[src/rtl/sound_pkg.sv]
// Shared constants for the buzzer scheduler: note half-periods (50 MHz clock),
// source IDs, melody lengths and the scheduler state encoding.
package sound_pkg;

  localparam int unsigned SRC_W = 2;
  localparam int unsigned IDX_W = 5;
  localparam int unsigned REQ_W = 3;

  // Half-period constants in clock cycles; REST silences the tone generator.
  localparam int unsigned L5   = 63776;
  localparam int unsigned M1   = 47774;
  localparam int unsigned M3   = 37919;
  localparam int unsigned M5   = 31888;
  localparam int unsigned REST = 0;

  localparam logic [SRC_W-1:0] CLICK   = 2'd0;
  localparam logic [SRC_W-1:0] SUCCESS = 2'd1;
  localparam logic [SRC_W-1:0] ERROR   = 2'd2;

  localparam int unsigned LEN_CLICK   = 1;
  localparam int unsigned LEN_SUCCESS = 18;
  localparam int unsigned LEN_ERROR   = 4;

  typedef enum logic [1:0] {
    ST_IDLE = 2'd0,
    ST_LOAD = 2'd1,
    ST_PLAY = 2'd2,
    ST_DONE = 2'd3
  } state_e;

  // Number of notes in the melody of a source.
  function automatic logic [IDX_W-1:0] melody_len(input logic [SRC_W-1:0] src);
    logic [IDX_W-1:0] len;
    case (src)
      SUCCESS: len = IDX_W'(LEN_SUCCESS);
      ERROR:   len = IDX_W'(LEN_ERROR);
      default: len = IDX_W'(LEN_CLICK);
    endcase
    return len;
  endfunction

endpackage

[src/rtl/tone_gen.sv]
// Square-wave tone generator with phase restart.
// Ports:
//   i_clk, i_rst_n : clock, asynchronous active-low reset
//   i_half         : half-period in clock cycles (0 = rest, output held low)
//   i_load         : pulse on the edge a new half-period is applied; restarts phase
//   o_beep         : square-wave output
module tone_gen #(
  parameter int unsigned HP_W = 17
) (
  input  logic            i_clk,
  input  logic            i_rst_n,
  input  logic [HP_W-1:0] i_half,
  input  logic            i_load,
  output logic            o_beep
);

  logic [HP_W-1:0] r_cnt;
  logic            r_beep;

  // Counter runs 0..half-1 and flips the output at the top of each half-period.
  always_ff @(posedge i_clk or negedge i_rst_n) begin
    if (!i_rst_n) begin
      r_cnt  <= '0;
      r_beep <= 1'b0;
    end else if (i_load || (i_half == '0)) begin
      r_cnt  <= '0;
      r_beep <= 1'b0;
    end else if (r_cnt == (i_half - HP_W'(1))) begin
      r_cnt  <= '0;
      r_beep <= ~r_beep;
    end else begin
      r_cnt  <= r_cnt + HP_W'(1);
    end
  end

  assign o_beep = r_beep;

endmodule

[src/rtl/sound_scheduler.sv]
// Buzzer arbiter and melody sequencer for click / success / error sounds.
// Latches one-cycle requests, serves them by fixed priority (error > success >
// click), steps the granted melody at NOTE_TICKS cycles per note and drives a
// square-wave tone generator.
// Optional feature: define SOUND_PREEMPT_EN to let a higher-priority request
// cut the current melody short (dropped, no o_done, not re-queued).
// Ports:
//   i_clk, i_rst_n  : clock, asynchronous active-low reset
//   i_req[2:0]      : request pulses (0 click, 1 success, 2 error)
//   i_enable        : low aborts playback and flushes pending requests
//   o_beep          : buzzer drive
//   o_busy          : high in LOAD, PLAY, DONE
//   o_grant         : source being played (0 when idle)
//   o_done          : one-cycle pulse on normal melody completion
//   o_half_period   : current note half-period (0 = rest / idle)
module sound_scheduler
  import sound_pkg::*;
#(
  parameter int unsigned NOTE_TICKS = 12500000,
  parameter int unsigned HP_W       = 17
) (
  input  logic             i_clk,
  input  logic             i_rst_n,
  input  logic [REQ_W-1:0] i_req,
  input  logic             i_enable,
  output logic             o_beep,
  output logic             o_busy,
  output logic [SRC_W-1:0] o_grant,
  output logic             o_done,
  output logic [HP_W-1:0]  o_half_period
);

  localparam int unsigned TICK_W = (NOTE_TICKS > 1) ? $clog2(NOTE_TICKS) : 1;
  localparam logic [TICK_W-1:0] TICK_LAST = TICK_W'(NOTE_TICKS - 1);

  // Melody ROM: half-period of note idx of the given source.
  function automatic logic [HP_W-1:0] note_rom(input logic [SRC_W-1:0] src,
                                               input logic [IDX_W-1:0] idx);
    int unsigned hp;
    hp = REST;
    case (src)
      CLICK: hp = M5;
      SUCCESS: begin
        case (idx)
          5'd0, 5'd5, 5'd6, 5'd9, 5'd10, 5'd14:  hp = M1;
          5'd1, 5'd2, 5'd7, 5'd11, 5'd12, 5'd15: hp = M3;
          5'd3, 5'd4, 5'd8, 5'd13, 5'd16, 5'd17: hp = M5;
          default:                               hp = REST;
        endcase
      end
      ERROR: hp = idx[0] ? REST : L5;
      default: hp = REST;
    endcase
    return HP_W'(hp);
  endfunction

  state_e             r_state, w_state_nxt;
  logic [REQ_W-1:0]   r_pend, w_clr;
  logic [SRC_W-1:0]   r_grant, w_grant_nxt, w_sel;
  logic [IDX_W-1:0]   r_idx, w_idx_nxt;
  logic [TICK_W-1:0]  r_tick, w_tick_nxt;
  logic [HP_W-1:0]    r_half, w_half_nxt;
  logic               r_busy, w_busy_nxt;
  logic               r_done, w_done_nxt;
  logic               w_load, w_preempt, w_note_end, w_last;

  assign w_sel      = r_pend[2] ? ERROR : (r_pend[1] ? SUCCESS : CLICK);
  assign w_note_end = (r_tick == TICK_LAST);
  assign w_last     = (r_idx == (melody_len(r_grant) - IDX_W'(1)));

`ifdef SOUND_PREEMPT_EN
  // A pending source strictly above the one playing.
  assign w_preempt = (r_grant == CLICK)   ? (|r_pend[2:1]) :
                     (r_grant == SUCCESS) ? r_pend[2] : 1'b0;
`else
  assign w_preempt = 1'b0;
`endif

  // State register.
  always_ff @(posedge i_clk or negedge i_rst_n) begin
    if (!i_rst_n) r_state <= ST_IDLE;
    else          r_state <= w_state_nxt;
  end

  // Next-state logic; a low enable overrides every state.
  always_comb begin
    w_state_nxt = r_state;
    if (!i_enable) begin
      w_state_nxt = ST_IDLE;
    end else begin
      case (r_state)
        ST_IDLE: if (|r_pend) w_state_nxt = ST_LOAD;
        ST_LOAD: w_state_nxt = ST_PLAY;
        ST_PLAY: begin
          if (w_preempt)                 w_state_nxt = ST_LOAD;
          else if (w_note_end && w_last) w_state_nxt = ST_DONE;
        end
        ST_DONE: w_state_nxt = ST_IDLE;
        default: w_state_nxt = ST_IDLE;
      endcase
    end
  end

  // Output/datapath next values. Grant is latched on entry to LOAD so it is
  // visible together with o_busy; the pend bit is cleared on that same edge.
  always_comb begin
    w_grant_nxt = r_grant;
    w_idx_nxt   = r_idx;
    w_tick_nxt  = r_tick;
    w_half_nxt  = r_half;
    w_load      = 1'b0;
    w_clr       = '0;
    w_busy_nxt  = (w_state_nxt != ST_IDLE);
    w_done_nxt  = (r_state == ST_PLAY) && (w_state_nxt == ST_DONE);
    if (!i_enable) begin
      w_grant_nxt = '0;
      w_idx_nxt   = '0;
      w_tick_nxt  = '0;
      w_half_nxt  = '0;
      w_load      = 1'b1;
    end else begin
      case (r_state)
        ST_IDLE: begin
          if (w_state_nxt == ST_LOAD) begin
            w_grant_nxt = w_sel;
            w_clr       = 3'b001 << w_sel;
            w_idx_nxt   = '0;
            w_tick_nxt  = '0;
          end
        end
        ST_LOAD: begin
          w_idx_nxt  = '0;
          w_tick_nxt = '0;
          w_half_nxt = note_rom(r_grant, IDX_W'(0));
          w_load     = 1'b1;
        end
        ST_PLAY: begin
          if (w_state_nxt == ST_LOAD) begin
            w_grant_nxt = w_sel;
            w_clr       = 3'b001 << w_sel;
            w_idx_nxt   = '0;
            w_tick_nxt  = '0;
            w_half_nxt  = '0;
            w_load      = 1'b1;
          end else if (w_note_end) begin
            w_tick_nxt = '0;
            w_load     = 1'b1;
            if (w_state_nxt == ST_DONE) begin
              w_half_nxt = '0;
            end else begin
              w_idx_nxt  = r_idx + IDX_W'(1);
              w_half_nxt = note_rom(r_grant, r_idx + IDX_W'(1));
            end
          end else begin
            w_tick_nxt = r_tick + TICK_W'(1);
          end
        end
        ST_DONE: w_grant_nxt = '0;
        default: w_grant_nxt = '0;
      endcase
    end
  end

  // Datapath registers. A request on the clearing edge re-arms its pend bit.
  always_ff @(posedge i_clk or negedge i_rst_n) begin
    if (!i_rst_n) begin
      r_pend  <= '0;
      r_grant <= '0;
      r_idx   <= '0;
      r_tick  <= '0;
      r_half  <= '0;
      r_busy  <= 1'b0;
      r_done  <= 1'b0;
    end else begin
      r_pend  <= i_enable ? ((r_pend & ~w_clr) | i_req) : '0;
      r_grant <= w_grant_nxt;
      r_idx   <= w_idx_nxt;
      r_tick  <= w_tick_nxt;
      r_half  <= w_half_nxt;
      r_busy  <= w_busy_nxt;
      r_done  <= w_done_nxt;
    end
  end

  tone_gen #(.HP_W(HP_W)) u_tone (
    .i_clk   (i_clk),
    .i_rst_n (i_rst_n),
    .i_half  (r_half),
    .i_load  (w_load),
    .o_beep  (o_beep)
  );

  assign o_busy        = r_busy;
  assign o_grant       = r_grant;
  assign o_done        = r_done;
  assign o_half_period = r_half;

endmodule

[config.mk]
export PLATFORM = sky130hd
export DESIGN_NAME = sound_scheduler
export DESIGN_NICKNAME = d
export VERILOG_FILES = /design/src/rtl/sound_pkg.sv /design/src/rtl/tone_gen.sv /design/src/rtl/sound_scheduler.sv
export SDC_FILE = /design/constraint.sdc
export NUM_CORES = 1
export LEC_CHECK = 0
export CAP_MARGIN = 10
export CORE_MARGIN = 4
export CORE_UTILIZATION = 30
export DETAILED_ROUTE_END_ITERATION = 12
export GPL_ROUTABILITY_DRIVEN = 0
export SLEW_MARGIN = 20
export SYNTH_ARGS = -nofsm -noshare
export SYNTH_HDL_FRONTEND = slang
export SYNTH_SLANG_ARGS = --single-unit
[constraint.sdc]
create_clock -name i_clk -period 3.4 [get_ports i_clk]
set_clock_uncertainty 0.15 [all_clocks]
set_input_delay 0.68 -clock i_clk [delete_from_list [all_inputs] [get_ports i_clk]]
set_output_delay 0.68 -clock i_clk [all_outputs]
set_load 0.02 [all_outputs]
* After elaboration in Yosys (flattened, before gate mapping)
Memory sizes are Yosys's and may differ from the RTL's. Index checks and enable logic that the tools add are counted. W data, S select, Z words.
Storage, ports and cells: memories 1, register bits 73, ROM bits 416
Cells by class: equal/unequal tests 17, muxes and demuxes 41, bitwise operators 4, reductions and logical operators 14, shift-type cells 1, $add $sub $neg 5
Memory list:
- (name not given) | depth 32, bits a word 13, rd ports 1, clocked after Yosys merged registers in 0, write ports 0, line sound_scheduler.sv:44 | case (idx)
Operators with widths (number):
- $mux W17 | 6
- $mux W24 | 4
- $pmux W24 S3 | 1
- $pmux W17 S3 | 1
- $pmux W16 S3 | 1
- $pmux W17 S2 | 1
- $mux W5 | 5
- $add A24 B1 Y24 const B | 1
- $eq A24 B24 Y1 const B | 1
- $add A17 B1 Y17 const B | 1
- $eq A17 B17 Y1 | 1
- $logic_not A17 Y1 | 1
- $sub A17 B1 Y17 const B | 1
- $mux W16 | 1
- $pmux W5 S3 | 1
- $mux W2 | 6
- $mux W3 | 4
- $pmux W5 S2 | 1
- $eq A2 B2 Y1 const B | 4
- $ne A4 B3 Y1 const B | 2
- $pmux W2 S4 | 1
- $eq A2 B1 Y1 const B | 3
- $mux W1 | 6
- $ne A3 B2 Y1 const B | 2
- 21 further kinds | 26

* Logic depth before layout (Yosys ltp)
Gate-level depths: netlist (run 1).
depth after elaboration 16, mapped depth 10

* Modules after synthesis
A second synthesis (run 1) with hierarchy kept.
Unflattened totals: cell total of the unflattened synthesis 547, area, all modules 4877.2 µm²
Modules (own cells, without submodules):
- sound_scheduler | instances 1, sequential area each 1226.2 µm², cells each 372, area an instance 3318.2 µm²
- tone_gen | instances 1, sequential area each 450.4 µm², cells each 175, area an instance 1559.0 µm²

* Worst setup path before layout (run 1)
No wires, ideal clock.
path kind register -> register, from reg r_half[3], in the netlist o_half_period[3], to reg u_tone.r_cnt[10], stages on the path, launching flop included 10, clock period less this slack 2.800 ns, slack 0.600 ns, arrival time 2.514 ns, data required time 3.114 ns, path through dfrtp_1 inv_1 ha_1 nor4b_2 nand2_1 xnor2_1 or3_1 a2111oi_4 buf_6 nor3_1
On the way: longest elaborated chain between the ends 4, elaborated cells between the ends (all ways) 6, classes of those cells add/sub (1); eq/ne (1); mux (2); reduce/logical (2)
Ends and longest elaborated chain:
- from (decl) | line sound_scheduler.sv:62 | logic [HP_W-1:0] r_half, w_half_nxt;
- from (signal assigned) | line sound_scheduler.sv:179 | r_half <= w_half_nxt;
- $sub A17 B1 Y17 | line tone_gen.sv:28 | end else if (r_cnt == (i_half - HP_W'(1))) begin
- $eq A17 B17 Y1 | line tone_gen.sv:28
- $mux W17 | line tone_gen.sv:28
- $mux W17 * | line tone_gen.sv:25 | end else if (i_load || (i_half == '0)) begin
- to (signal assigned) | line tone_gen.sv:32 | r_cnt <= r_cnt + HP_W'(1);
- to (decl) | line tone_gen.sv:17 | logic [HP_W-1:0] r_cnt;
Every way passes the cells marked *; elsewhere a longest branch is shown, timed or not. A chain may end at the register's enable or synchronous reset.

* Worst setup path in the final report (run 1)
from reg r_idx[1], to reg r_half[13], in the netlist o_half_period[13]
On the way: longest elaborated chain between the ends 11, elaborated cells between the ends (all ways) 17, classes of those cells add/sub (1); eq/ne (4); mux (9); reduce/logical (2); memory (1)
Ends and longest elaborated chain:
- from (decl) | line sound_scheduler.sv:60 | logic [IDX_W-1:0] r_idx, w_idx_nxt;
- from (signal assigned) | line sound_scheduler.sv:177 | r_idx <= w_idx_nxt;
- branches (longest 11 deep; another with $mem_v2 Z32 W13)
Several ways; the timed one is not identified. The select of a mux whose other input is x is not followed.

==> results_dict.tcl, run 1 <==
set metrics [dict create \
    finalHoldViolCount 0 \
    die_x_um 136 \
    antenna_found_initial 0 \
    fin_cells 818 \
    drtIter0Drc 353 \
    ys_async_sr_fraction_pct 100 \
    min_delay_path_depth 1 \
    clock.fmax_mhz 333 \
    wl_um 12400 \
    yosys_register_bits 67 \
    dieHeight_um 136 \
    cp_slowest_cell "a2111oi_0" \
    root_buffer "clkbuf_16" \
    num_antenna_cells 0 \
    initial_core_util_pct 30.7 \
    synthFlopType "dfrtp_1" \
    finalCritPeriodShare_pct 88.3 \
    fin_tns_setup_ns 0 \
    cp_max_fo 18 \
    ctsResizeCount 0 \
    area_growth_pct 15.9 \
    antenna_left 0 \
    netlist_instances 577 \
    synth_fa_ha_area_share_pct 6.62 \
    synth-simple-area-share_pct 26.6 \
    min_to "r_tick[23]" \
    first_global_vias 4165 \
    vias 4465 \
    core_area_um2 15900 \
    place_hpwl_um 9040 \
    cts_buffers 9 \
    first_pass_iters 5 \
    ff2ff_path_depth 8 \
    reg2reg_from "r_idx[1]" \
    critPathMaxStageDelay_ns 0.70 \
    setup_viol 0 \
    worstSkewPairLatency_ns 0.33 \
    final_util_pct 35.6 \
    fillers 1634 \
    crit_family "compound AO/OA/AOI/OAI gates" \
    post-route-drc-count 0 \
    avgSynthCellArea_um2 8.46 \
    synthXorXnorAreaFrac_pct 6.82 \
    cp.arrival_ns 3.06 \
    finalInstanceArea_um2 5660 \
    rrSetupSlack_ns 0.40 \
    die_area_um2 18400 \
    power_density_nw_per_um2 625 \
    worst_slack_ns 0.399 \
    synth_top_family_by_area "simple AND/OR/NAND/NOR gates" \
    synth_edf_count 0 \
    synth_area_um2 4880 \
    port_buffers 25 \
    cts_hold_buf 0 \
    drive_gt1_share_pct 7.81 \
    fin_total_pwr_mw 3.54 \
    p_leak_nw 2.26 \
    slew_headroom_pct 41.2 \
    grt_pass1_wl_um 20600 \
    synth_seq_area_share_pct 34.4 \
    worst_setup_path_start_kind "flop" \
    ioPinCount 28 \
    ys_warn_count 0 \
    cts.sinks 67 \
    worstMarginPinSlew_ns 0.882 \
    synth_compound_area_share_pct 18.8 \
    hp-start "r_tick[23]" \
    via_per_inst 5.46 \
    place_ws_ns 0.448 \
    cts_tree "yes" \
    rsz0062_at_grt "no" \
    cts_setup_buffers 0 \
    wl_per_cell_um 15.2 \
    cts_buffer_depth 2 \
    maxCapViolCount 0 \
    critPathKind "flop to flop" \
    peakVddDrop_v 0.000356 \
    clk_pin_slew_worst_paths_ns 0.06 \
    rows 46 \
    slew_violations 0 \
    r2r_end "o_half_period[13]" \
    hp-class "flop to flop" \
    required_ns 3.45 \
    path_cells "ha_1, buf_4, nor3_1, a41oi_1, nor2_1, a2111oi_0, nor4_1, or3_1" \
    endpoint_kind "flop" \
    status "complete, no violations" \
    ys_types 69 \
    cts_htree_levels 3 \
    grt-ovfl-total 0 \
    dpl_cell_area_um2 5350 \
    grtUsageTotal_pct 13.7 \
    critical_path_buf_inv_count 1 \
    placed_cells 802 \
    grt_max_degree 68 \
    period_minus_slack_ns 3.00 \
    layout.nets 628 \
    synth.mux.area_fraction_pct 1.90 \
    holdWs_ns 0.359 \
]
cells in the final DEF (no fill, tap or decap), types with 3 or more instances in the layout:
cell type,count
clkdlybuf4s50_1,24
a22o_1,4
clkbuf_16,9
xor2_1,20
ha_1,25
o211ai_1,3
inv_1,20
dfrtp_1,67
nand4_1,8
nor2b_1,5
or3_1,8
a211oi_1,6
o31ai_1,8
and4_1,4
a31oi_1,5
a21oi_1,20
nand3_1,24
a2111oi_0,3
o2bb2ai_1,4
nor4_1,11
buf_4,14
nand2b_1,7
nand2_1,46
o21ai_0,52
nor2_1,45
mux2i_1,7
nor3_1,42
a32oi_1,3
nand3b_1,3
xnor2_1,18
o41ai_1,4
and2_1,7
or2_2,7
and3_1,7
nor3b_1,9
layout make-up:
class | count | area [µm²] | area share [%]
multi-input combinational | 459 | 2980 | 52.6
sequential | 67 | 1680 | 29.6
timing repair buffer | 39 | 350 | 6.19
tap | 216 | 270 | 4.78
clock buffer | 11 | 243 | 4.29
inverter | 21 | 78.8 | 1.39
clock inverter | 5 | 62.6 | 1.11
where the power goes:
part           total, mW  internal (mW)  switching [mW]
Sequential          1.01          0.879           0.130
Clock              0.932          0.590           0.343
Combinational       1.60          0.624           0.972
Total               3.54           2.09            1.45
state kept, by name (all words and copies together) (netlist names):
signal,count
r_tick,24
r_idx,5
o_half_period,11
u_tone.o_beep,1
r_state,2
o_busy,1
u_tone.r_cnt,17
r_pend,3
o_grant,2
o_done,1
Yosys cell counts (7+ instances only):
| cell | instances | area (µm²) |
|---|---|---|
| mux2i_1 | 7 | 70.1 |
| nor3b_1 | 9 | 67.6 |
| and3_1 | 7 | 43.8 |
| nand3_1 | 24 | 120 |
| inv_1 | 20 | 75.1 |
| and2_1 | 7 | 43.8 |
| nand2_1 | 46 | 173 |
| nand4_1 | 8 | 50.1 |
| nand2b_1 | 7 | 43.8 |
| dfrtp_1 | 67 | 1680 |
| o31ai_1 | 8 | 60.1 |
| nor2_1 | 45 | 169 |
| o21ai_0 | 52 | 260 |
| clkbuf_1 | 20 | 75.1 |
| xor2_1 | 20 | 175 |
| or2_2 | 7 | 43.8 |
| nor3_1 | 42 | 210 |
| ha_1 | 25 | 313 |
| or3_1 | 8 | 50.1 |
| xnor2_1 | 18 | 158 |
| a21oi_1 | 21 | 105 |
| nor4_1 | 11 | 68.8 |
logic make-up after synthesis:
group | count (synthesis)
other | 1
adders and majority gates | 26
AOI/OAI and AO/OA | 138
xor gates and xnor gates | 38
buffers and inverters | 52
muxes | 9
and+or+nand+nor | 246
DFF | 67
worst max-delay path by stage:
| stage | from | end | depth (start not counted) |
|---|---|---|---|
| final | r_idx[1] | o_half_period[13] | 8 |
| after floorplan | o_half_period[3] | u_tone.r_cnt[10] | 9 |
| after CTS | o_half_period[3] | u_tone.o_beep | 8 |
| after global routing | r_idx[1] | o_half_period[13] | 8 |
| after global placement | r_idx[1] | o_half_period[13] | 8 |
| after detailed placement | o_half_period[3] | u_tone.o_beep | 8 |
layer usage:
metal	vias up	routed length [µm]	global-route usage, %
li1	2155	-	-
met1	2147	5730	18.1
met2	151	5890	22.6
met3	12	673	2.93
met4	0	127	3.98
met5	-	0	0
Power figures use the tool's default switching activity.
==> run 2: changes to the inputs <==
--- a/config.mk
+++ b/config.mk
@@ -10,6 +10,7 @@
 export CORE_UTILIZATION = 30
 export DETAILED_ROUTE_END_ITERATION = 12
 export GPL_ROUTABILITY_DRIVEN = 0
+export HOLD_SLACK_MARGIN = 0.15
 export SLEW_MARGIN = 20
 export SYNTH_ARGS = -nofsm -noshare
 export SYNTH_HDL_FRONTEND = slang
==> results of run 2 <==
Final layout, timing and power as in run 1 (identical DEF).
==> run 3: changes to the inputs <==
--- a/config.mk
+++ b/config.mk
@@ -11,6 +11,7 @@
 export DETAILED_ROUTE_END_ITERATION = 12
 export GPL_ROUTABILITY_DRIVEN = 0
 export HOLD_SLACK_MARGIN = 0.15
+export SETUP_SLACK_MARGIN = 0.3
 export SLEW_MARGIN = 20
 export SYNTH_ARGS = -nofsm -noshare
 export SYNTH_HDL_FRONTEND = slang
==> results_dict.tcl, run 3 (synthesis results as in run 1) <==
set metrics [dict create \
    wl_per_cell_um 15.2 \
    p_leak_nw 2.27 \
    crit_path_end "u_tone.r_cnt[6]" \
    layout.nets 628 \
    dieHeight_um 136 \
    reg2reg_from "o_half_period[3]" \
    worstMarginPinSlew_ns 0.877 \
    worstSkewPairLatency_ns 0.33 \
    clk_pin_slew_worst_paths_ns 0.06 \
    cp_max_fo 17 \
    fin_cells 818 \
    drtIter0Drc 372 \
    crit_path_start "o_half_period[3]" \
    wl_met3_um 618 \
    place_ws_ns 0.448 \
    grt_max_degree 68 \
    required_ns 3.43 \
    cts_hold_buf 0 \
    cts_buffer_depth 2 \
    place_hpwl_um 9040 \
    power_frac_comb_pct 45.2 \
    dr_wl_met2_um 5890 \
    fin_tns_setup_ns 0 \
    worst_setup_path_start_kind "flop" \
    drive_gt1_share_pct 7.81 \
    ioPinCount 28 \
    layout_common_cells "dfrtp_1, o21ai_0, nand2_1" \
    cp.arrival_ns 2.94 \
    maxCapViolCount 0 \
    r2r_end "u_tone.r_cnt[6]" \
    grt-ovfl-total 0 \
    first_pass_iters 5 \
    post-route-drc-count 0 \
    ff2ff_path_depth 9 \
    core_area_um2 15900 \
    power_frac_seq_pct 28.5 \
    power_density_nw_per_um2 626 \
    swShare_pct 40.8 \
    port_buffers 25 \
    fillers 1632 \
    finalHoldViolCount 0 \
    area_growth_pct 16.2 \
    setup_viol 0 \
    peakVddDrop_v 0.000356 \
    grtUsageTotal_pct 13.7 \
    largest_register_ffs 24 \
    placed_cells 802 \
    period_minus_slack_ns 2.91 \
    wl_um 12400 \
    layout_commonest_cell "dfrtp_1" \
    cts_tree "yes" \
    maxUsedRoutingLayer "met4" \
    cts_htree_levels 3 \
    slew_headroom_pct 41.6 \
    endpoint_kind "flop" \
    via_per_inst 5.45 \
    worst_slack_ns 0.491 \
    rrSetupSlack_ns 0.49 \
    status "complete, no violations" \
    power_frac_clock_pct 26.3 \
    met1_length_um 5810 \
    antenna_found_initial 0 \
    p_int_mw 2.10 \
    rsz0062_at_grt "yes" \
    first_global_vias 4165 \
    cts_buffers 9 \
    power_switching_mw 1.45 \
    slew_violations 0 \
    critPathKind "flop to flop" \
    fin_total_pwr_mw 3.55 \
    rows 46 \
    root_buffer "clkbuf_16" \
    num_antenna_cells 0 \
    hp-class "flop to flop" \
    regMostFlops "r_tick" \
    die_area_um2 18400 \
    grt_pass1_wl_um 20600 \
    clock.fmax_mhz 344 \
    vias 4458 \
    cts.sinks 67 \
    initial_core_util_pct 30.7 \
    finalCritPeriodShare_pct 85.5 \
    die_x_um 136 \
    antenna_left 0 \
]
## run 3: cell types whose count changed in the layout (fill, tap and decap cells not counted)
| cell | change |
|---|---|
| a2111oi_0 | -1 |
| a2111oi_1 | +1 |
| nor4b_4 | +1 |
| nor4b_2 | -1 |
## run 3: final cells by class
cell class                 count  area (µm²)  share of cell area (%)
sequential                    67        1680                    29.6
inverter                      21        78.8                    1.39
multi-input combinational    459        2990                    52.7
clock buffer                  11         243                    4.28
timing repair buffer          39         350                    6.18
tap                          216         270                    4.77
clock inverter                 5        62.6                    1.10
## run 3: critical path, cell delays in order (launching register included)
cell,delay (ns)
dfrtp_1,0.49
inv_1,0.16
ha_1,0.23
nor4b_1,0.35
nand4_1,0.26
xor2_1,0.27
nand3_1,0.17
a2111oi_4,0.33
buf_4,0.28
nor3_1,0.08
## run 3: worst min-delay path by stage
stage | startpoint | to | cells past startpoint
finish | r_tick[13] | r_tick[13] | 1
global route | r_tick[13] | r_tick[13] | 1
CTS | r_tick[21] | r_tick[21] | 1
detailed placement | r_tick[21] | r_tick[21] | 1
global placement | r_tick[21] | r_tick[21] | 1
floorplan | i_rst_n | o_busy | 0
## run 3: power groups by stage
| stage | logic (mW) | registers [mW] | clock network, mW |
|---|---|---|---|
| 3_3_place_gp | 1.56 | 1.02 | 0 |
| 6_report | 1.60 | 1.01 | 0.931 |
| 2_1_floorplan | 1.10 | 1.03 | 0 |
| 3_5_place_dp | 1.57 | 1.02 | 0 |
| 4_1_cts | 1.58 | 1.01 | 0.960 |
| 5_1_grt | 1.76 | 1.03 | 0.994 |
## run 3: timing repair
action | CTS | global route
gates resized for setup | 0 | 2
endpoints found under the setup margin | 0 | 15
buffers inserted | 0 | 0
## run 3: stage by stage
step / instance area (µm²) / utilization [%] / hold WS (ns)
final: 5670 / 35.7 / 0.360
after global routing: 5670 / 35.7 / 0.386
after CTS: 5660 / 35.6 / 0.355
after detailed placement: 5350 / 33.7 / 0.339
after global placement: 5350 / 33.7 / 0.336
after floorplan: 4880 / - / 0.234
## run 3: per-layer routing
layer	vias to the layer above	track usage [%]
li1	2154	-
met5	-	0
met1	2155	18.1
met2	142	22.6
met4	0	3.98
met3	7	2.93
